### config.mk
export PLATFORM = sky130hd
export DESIGN_NAME = uart_rx_arbiter_flat
export DESIGN_NICKNAME = d
export VERILOG_FILES = /design/src/rtl/uart_rx_arbiter_if.sv /design/src/rtl/uart_rx_arbiter.sv /design/src/flat_wrapper.sv
export SDC_FILE = /design/constraint.sdc
export NUM_CORES = 1
export LEC_CHECK = 0
export CAP_MARGIN = 0
export CORE_UTILIZATION = 55
export DETAILED_ROUTE_END_ITERATION = 16
export PLACE_DENSITY_LB_ADDON = 0.1
export SLEW_MARGIN = 25
export SYNTH_ARGS = -nofsm -noshare
export SYNTH_HDL_FRONTEND = slang
export SYNTH_SLANG_ARGS = --single-unit
### constraint.sdc
create_clock -name i_clk -period 3.22 [get_ports i_clk]
set_clock_uncertainty 0.05 [all_clocks]
set_input_delay 0.322 -clock i_clk [delete_from_list [all_inputs] [get_ports i_clk]]
set_output_delay 0.322 -clock i_clk [all_outputs]
set_load 0.01 [all_outputs]
### src/rtl/uart_rx_arbiter_if.sv
// Merged character stream from the UART arbiter to the terminal writer.
// The master drives data/src/valid; the slave returns ready.
interface uart_rx_arbiter_if;
  logic [7:0] data;
  logic       src;
  logic       valid;
  logic       ready;

  modport master (output data, output src, output valid, input ready);
  modport slave  (input data, input src, input valid, output ready);
endinterface

### src/rtl/uart_rx_arbiter.sv
// Two-source UART byte merger: per-source FIFOs, round-robin output, shared baud divider.
// Optional line lock (no interleaving within a line) enabled by UART_RX_ARB_LINE_LOCK_EN.
module uart_rx_arbiter #(
  parameter int          FIFO_AW         = 4,
  parameter logic [31:0] DIVIDER_DEFAULT = 32'd217
) (
  input  logic                i_clk,
  input  logic                i_reset,
  input  logic [7:0]          i_rx0_data,
  input  logic                i_rx0_valid,
  input  logic [7:0]          i_rx1_data,
  input  logic                i_rx1_valid,
  input  logic                i_cfg_wr,
  input  logic [31:0]         i_cfg_wdata,
  output logic [31:0]         o_cfg_divider,
  uart_rx_arbiter_if.master   out_if,
  output logic [1:0]          o_ovf,
  input  logic                i_ovf_clr
);

  localparam int               DEPTH   = 1 << FIFO_AW;
  localparam logic [FIFO_AW:0] PTR_ONE = 1;

  logic [7:0]       r_mem  [2][DEPTH];
  logic [FIFO_AW:0] r_wptr [2];
  logic [FIFO_AW:0] r_rptr [2];
  logic [7:0]       r_out_data;
  logic             r_out_src;
  logic             r_out_valid;
  logic [1:0]       r_ovf;
  logic [31:0]      r_divider;
  logic             r_rr_pri;  // source that wins the next tie

  logic [7:0] w_rx_data [2];
  logic [1:0] w_push_req, w_push, w_pop, w_empty, w_full, w_elig, w_ovf_set;
  logic       w_load, w_grant, w_sel;
  logic [7:0] w_head;

  assign w_rx_data[0] = i_rx0_data;
  assign w_rx_data[1] = i_rx1_data;
  assign w_push_req   = {i_rx1_valid, i_rx0_valid};
  assign w_load       = !r_out_valid || out_if.ready;

  always_comb begin
    w_empty = 2'b00;
    w_full  = 2'b00;
    for (int i = 0; i < 2; i++) begin
      w_empty[i] = (r_wptr[i] == r_rptr[i]);
      w_full[i]  = (r_wptr[i][FIFO_AW] != r_rptr[i][FIFO_AW]) &&
                   (r_wptr[i][FIFO_AW-1:0] == r_rptr[i][FIFO_AW-1:0]);
    end
  end

`ifdef UART_RX_ARB_LINE_LOCK_EN
  // state | meaning
  // FREE  | no line in progress, plain round-robin
  // LOCK0 | line from source 0 in progress, only source 0 loaded
  // LOCK1 | line from source 1 in progress, only source 1 loaded
  typedef enum logic [1:0] {FREE, LOCK0, LOCK1} lock_state_t;
  lock_state_t r_lock, w_lock_nxt;
  logic        w_escape;
`endif

  always_comb begin
    w_elig = ~w_empty;
`ifdef UART_RX_ARB_LINE_LOCK_EN
    w_escape = 1'b0;
    case (r_lock)
      LOCK0: begin
        if (!w_empty[0])    w_elig = 2'b01;
        else if (w_full[1]) begin w_elig = 2'b10; w_escape = 1'b1; end
        else                w_elig = 2'b00;
      end
      LOCK1: begin
        if (!w_empty[1])    w_elig = 2'b10;
        else if (w_full[0]) begin w_elig = 2'b01; w_escape = 1'b1; end
        else                w_elig = 2'b00;
      end
      default: ;
    endcase
`endif
    if (i_cfg_wr) w_elig = 2'b00;
    w_sel   = (w_elig == 2'b11) ? r_rr_pri : w_elig[1];
    w_grant = w_load && (w_elig != 2'b00);
    w_pop   = 2'b00;
    if (w_grant) w_pop[w_sel] = 1'b1;
    w_head  = r_mem[w_sel][r_rptr[w_sel][FIFO_AW-1:0]];
  end

  // A full FIFO still accepts a byte when it is popped in the same cycle.
  always_comb begin
    w_push    = 2'b00;
    w_ovf_set = 2'b00;
    for (int i = 0; i < 2; i++) begin
      w_push[i]    = w_push_req[i] && !i_cfg_wr && (!w_full[i] || w_pop[i]);
      w_ovf_set[i] = w_push_req[i] && !i_cfg_wr && !w_push[i];
    end
  end

`ifdef UART_RX_ARB_LINE_LOCK_EN
  always_comb begin
    w_lock_nxt = r_lock;
    if (i_cfg_wr)
      w_lock_nxt = FREE;
    else if (w_grant) begin
      if (w_escape || w_head == 8'h0A) w_lock_nxt = FREE;
      else                             w_lock_nxt = w_sel ? LOCK1 : LOCK0;
    end
  end

  always_ff @(posedge i_clk) begin
    if (i_reset) r_lock <= FREE;
    else         r_lock <= w_lock_nxt;
  end
`endif

  always_ff @(posedge i_clk) begin
    if (i_reset) begin
      for (int i = 0; i < 2; i++) begin
        r_wptr[i] <= '0;
        r_rptr[i] <= '0;
      end
      r_out_data  <= 8'h00;
      r_out_src   <= 1'b0;
      r_out_valid <= 1'b0;
      r_ovf       <= 2'b00;
      r_divider   <= DIVIDER_DEFAULT;
      r_rr_pri    <= 1'b0;
    end else begin
      if (i_cfg_wr) begin
        r_divider <= i_cfg_wdata;
        for (int i = 0; i < 2; i++) begin
          r_wptr[i] <= '0;
          r_rptr[i] <= '0;
        end
      end else begin
        for (int i = 0; i < 2; i++) begin
          if (w_push[i]) begin
            r_mem[i][r_wptr[i][FIFO_AW-1:0]] <= w_rx_data[i];
            r_wptr[i] <= r_wptr[i] + PTR_ONE;
          end
          if (w_pop[i]) r_rptr[i] <= r_rptr[i] + PTR_ONE;
        end
      end
      if (w_load) begin
        r_out_valid <= w_grant;
        if (w_grant) begin
          r_out_data <= w_head;
          r_out_src  <= w_sel;
          r_rr_pri   <= ~w_sel;
        end
      end
      r_ovf <= (r_ovf & ~{2{i_ovf_clr}}) | w_ovf_set;
    end
  end

  assign out_if.data   = r_out_data;
  assign out_if.src    = r_out_src;
  assign out_if.valid  = r_out_valid;
  assign o_ovf         = r_ovf;
  assign o_cfg_divider = r_divider;

endmodule
### src/flat_wrapper.sv
// flat-port wrapper written by rule: the top's interface ports become plain ports
module uart_rx_arbiter_flat 
#(
  parameter int          FIFO_AW         = 4,
  parameter logic [31:0] DIVIDER_DEFAULT = 32'd217
)
  (i_clk, i_reset, i_rx0_data, i_rx0_valid, i_rx1_data, i_rx1_valid, i_cfg_wr, i_cfg_wdata, o_cfg_divider, o_ovf, i_ovf_clr, out_if_data, out_if_src, out_if_valid, out_if_ready);
  uart_rx_arbiter_if out_if_i ();
  input  logic i_clk;
  input  logic i_reset;
  input  logic [7:0] i_rx0_data;
  input  logic i_rx0_valid;
  input  logic [7:0] i_rx1_data;
  input  logic i_rx1_valid;
  input  logic i_cfg_wr;
  input  logic [31:0] i_cfg_wdata;
  output logic [31:0] o_cfg_divider;
  output logic [1:0] o_ovf;
  input  logic i_ovf_clr;
  output wire logic [$bits(out_if_i.data)-1:0] out_if_data;
  output wire logic [$bits(out_if_i.src)-1:0] out_if_src;
  output wire logic [$bits(out_if_i.valid)-1:0] out_if_valid;
  input wire logic [$bits(out_if_i.ready)-1:0] out_if_ready;
  assign out_if_data = out_if_i.data;
  assign out_if_src = out_if_i.src;
  assign out_if_valid = out_if_i.valid;
  assign out_if_i.ready = out_if_ready;
  uart_rx_arbiter #(.FIFO_AW(FIFO_AW), .DIVIDER_DEFAULT(DIVIDER_DEFAULT)) u_core (.i_clk(i_clk), .i_reset(i_reset), .i_rx0_data(i_rx0_data), .i_rx0_valid(i_rx0_valid), .i_rx1_data(i_rx1_data), .i_rx1_valid(i_rx1_valid), .i_cfg_wr(i_cfg_wr), .i_cfg_wdata(i_cfg_wdata), .o_cfg_divider(o_cfg_divider), .out_if(out_if_i), .o_ovf(o_ovf), .i_ovf_clr(i_ovf_clr));
endmodule
==> impl_metrics.ini <==
[sta]
slew_violations = 0
fin_tns_setup_ns = 0
tightest_slew_ns = 0.793
rsz0062_at_grt = false
setup_viol = 0
fin_crit_ns = 3.02
hold_viol = 0
fin_crit_sh = 0.938
slew_headroom = 0.466
fin_ws_ns = 0.199
fmax_mhz = 331

[die]
io_pins = 99
die_width_um = 156
die_h_um = 156
die-area_mm2 = 0.0242
core-area_mm2 = 0.0229
initial_core_util = 0.567
rows = 55

[critical_path]
worstPathArrival_ns = 3.41
max_stage_delay_ns = 0.49
slowest_stage = edfxtp_1
worst_ep_required_time_ns = 3.61
critPathKind = flop to flop
critPathMaxFanout = 14
path_buf_inv = 1
endpoint_kind = flop
reg2reg_slack_ns = 0.20
cp-start-kind = flop
crit_chain = xnor2_1, nand4_1, o21ba_2, nor2_8, mux2i_2, buf_4, mux4_2, nor3b_1, o311a_1
rr_startpoint = u_core.r_wptr[0][0]
reg2reg_depth = 9
r2r_end = u_core.out_if.data[3]
cp_top_family = compound AO/OA/AOI/OAI gates

[synthesis]
yosysMostFrequentCell = edfxtp_1
yosys-top-cells-count = edfxtp_1 (276), nor2_1 (94), mux2i_1 (57)
ys_dominant_reg_cell = edfxtp_1
ys_async_sr_fraction = 0
ys_types = 58
syn_area_mm2 = 0.0130
synth-edff-count = 276
synthTopCellsByArea = edfxtp_1 (64%), mux4_2 (8.3%), dfxtp_1 (6.9%)
yosysTopAreaCell = edfxtp_1
syn-num-nets = 862
seq_area_frac_synth = 0.707
yosysWarnings = 0
synth_seq_cells = 321
syn_avg_cell_area_um2 = 16.3
synthCells = 797
yosysTopAreaCellShare = 0.638

[clock_network]
ctsRootBufferMaster = clkbuf_16
htreeDepth = 1
cts_inserted_buffers = 31
postCtsSetupRepairBufs = 0
hold_buffers = 0
cts_tree = yes
cts_sinks = 321
clkLatencyLatePin_ns = 0.57
cts_buffer_depth = 3
clk_pin_slew_ns = 0.06

[layout]
final_layout_size_suffix_gt1_frac = 0.172
diodes = 0
stdcell_area_mm2 = 0.0156
syn2layout_area_growth_pct = 20.0
utilization = 0.680
fillers = 1556
nNetsFinal = 1008
layoutNonFillerInstCount = 1280

[power_and_ir_drop]
p_switching_uw = 2100
power.density_mw_per_mm2 = 579
power_frac_comb = 0.106
p_int_uw = 6930
clkPwrFrac = 0.379
vdd_ir_drop_max_uv = 469
p_sw_frac = 0.232
p_leak_uw = 0.00529
p_seq_frac = 0.515

[drt]
drc_errors = 0
vias = 7374
wl_per_cell_um = 22.4
dr.first_iter.drc_count = 570
via_per_inst = 5.76
wirelength_um = 28700
drt_pass1_iterations = 5
drtAntennaViolNets = 0

[grt]
grt_pass1_vias = 7551
grt_max_degree = 48
grt_usage = 0.244
grt_first_pass_wirelength_um = 43700
antenna_found_initial = 0
grt_overflow_total = 0

[place]
postPlaceCellArea_mm2 = 0.0146
hpwl_um = 19800
dpl.cell_count = 1223
pre_cts_ws_ns = 0.162
portBuffers = 98
routabilityCongestion = 0.855

[worst_hold_path]
worstHoldStart = i_cfg_wr
min_to = u_core.o_ovf[0]
hold_path_class = input pin to flop
hold_depth = 3

[status]
run_status = completed

[flow_run]
drv_cap = 0
==> through the flow <==
stage / total power, uW / hold slack [ns]
2_1_floorplan: 5280 / 0.371
3_3_place_gp: 5670 / 0.415
3_5_place_dp: 5690 / 0.428
4_1_cts: 9080 / 0.0638
5_1_grt: 9300 / 0.129
6_report: 9030 / 0.0897
==> kinds of logic after synthesis <==
logic type / count (synthesis) / synth area share
AOI/OAI and AO/OA: 79 / 0.0457
xor gates and xnor gates: 23 / 0.0155
adders and majority gates: 10 / 0.00963
buffers and inverters: 46 / 0.0153
DFF: 321 / 0.707
muxes: 109 / 0.131
and+or+nand+nor: 209 / 0.0757
==> flip-flops by register name, summed over array words and instances (netlist names) <==
signal,cells
u_core.r_rr_pri,1
u_core.out_if.src,1
u_core.out_if.data,8
u_core.o_cfg_divider,32
u_core.o_ovf,2
u_core.r_mem,256
u_core.r_wptr,10
u_core.out_if.valid,1
u_core.r_rptr,10
==> worst min-delay path: cells and delay by family <==
kind,cells,cell delay (ns)
AND/OR/NAND/NOR,1,0.12
buffers and inverters,1,0.15
AO/OA/AOI/OAI,1,0.06
==> final cells by class <==
cell class	instances	area [um2]	share of cell area
Sequential cell	321	9190	0.589
Multi-Input combinational cell	430	3620	0.232
Timing Repair Buffer	154	1400	0.0896
Clock buffer	38	822	0.0527
Tap cell	313	392	0.0251
Clock inverter	19	148	0.00947
Inverter	5	18.8	0.00120
==> layout by cell type (no fill, tap or decap), types with 4 or more instances in the layout <==
cell type,netlist,final
nor2b_1,19,19
mux2i_1,57,57
mux4_2,48,48
o21ai_0,11,11
ha_1,10,10
dfxtp_1,45,45
clkbuf_16,0,31
a21oi_1,10,10
xor2_1,10,10
clkinv_1,0,7
nand2_1,39,39
clkdlybuf4s50_1,0,97
nand3_1,11,11
nor3_1,11,11
nand2b_1,13,13
a211o_1,8,8
clkinvlp_4,0,4
edfxtp_1,276,276
clkbuf_1,20,5
inv_1,5,5
buf_4,3,56
a211oi_1,14,14
xnor2_1,13,13
nor2_1,94,91
==> power groups by stage <==
stage | combinational [uW] | clock (uW) | sequential, uW
after floorplan | 536 | 0 | 4750
after global placement | 935 | 0 | 4740
after detailed placement | 954 | 0 | 4740
after CTS | 958 | 3470 | 4650
after global routing | 1030 | 3620 | 4660
final | 955 | 3420 | 4650
==> worst max path at each step <==
stage                        startpoint                    end  slack (ns)  depth (start not counted)
finish              u_core.r_wptr[0][0]  u_core.out_if.data[3]        0.20                          9
global route        u_core.r_wptr[0][0]  u_core.out_if.data[4]       0.007                         10
CTS                 u_core.r_wptr[0][0]    u_core.r_mem[1][42]        0.14                          8
detailed placement  u_core.r_wptr[0][0]    u_core.r_mem[1][43]        0.16                          8
global placement           out_if_ready    u_core.r_mem[1][47]        0.22                          8
floorplan           u_core.r_rptr[0][0]   u_core.r_mem[1][100]        0.26                          9
==> layer usage <==
metal  GRT usage  vias up  routed length [um]
met5           0        -                   0
met4      0.0705        0                 786
met3      0.0317       56                1690
met2       0.414      262               14200
met1       0.333     3684               12000
li1            -     3372                   -
==> timing repair <==
item	in CTS	in global routing
resized for setup	0	6
setup endpoints to repair	0	58
endpoints found under the hold margin	0	0
(Power assumes the default switching activity.)
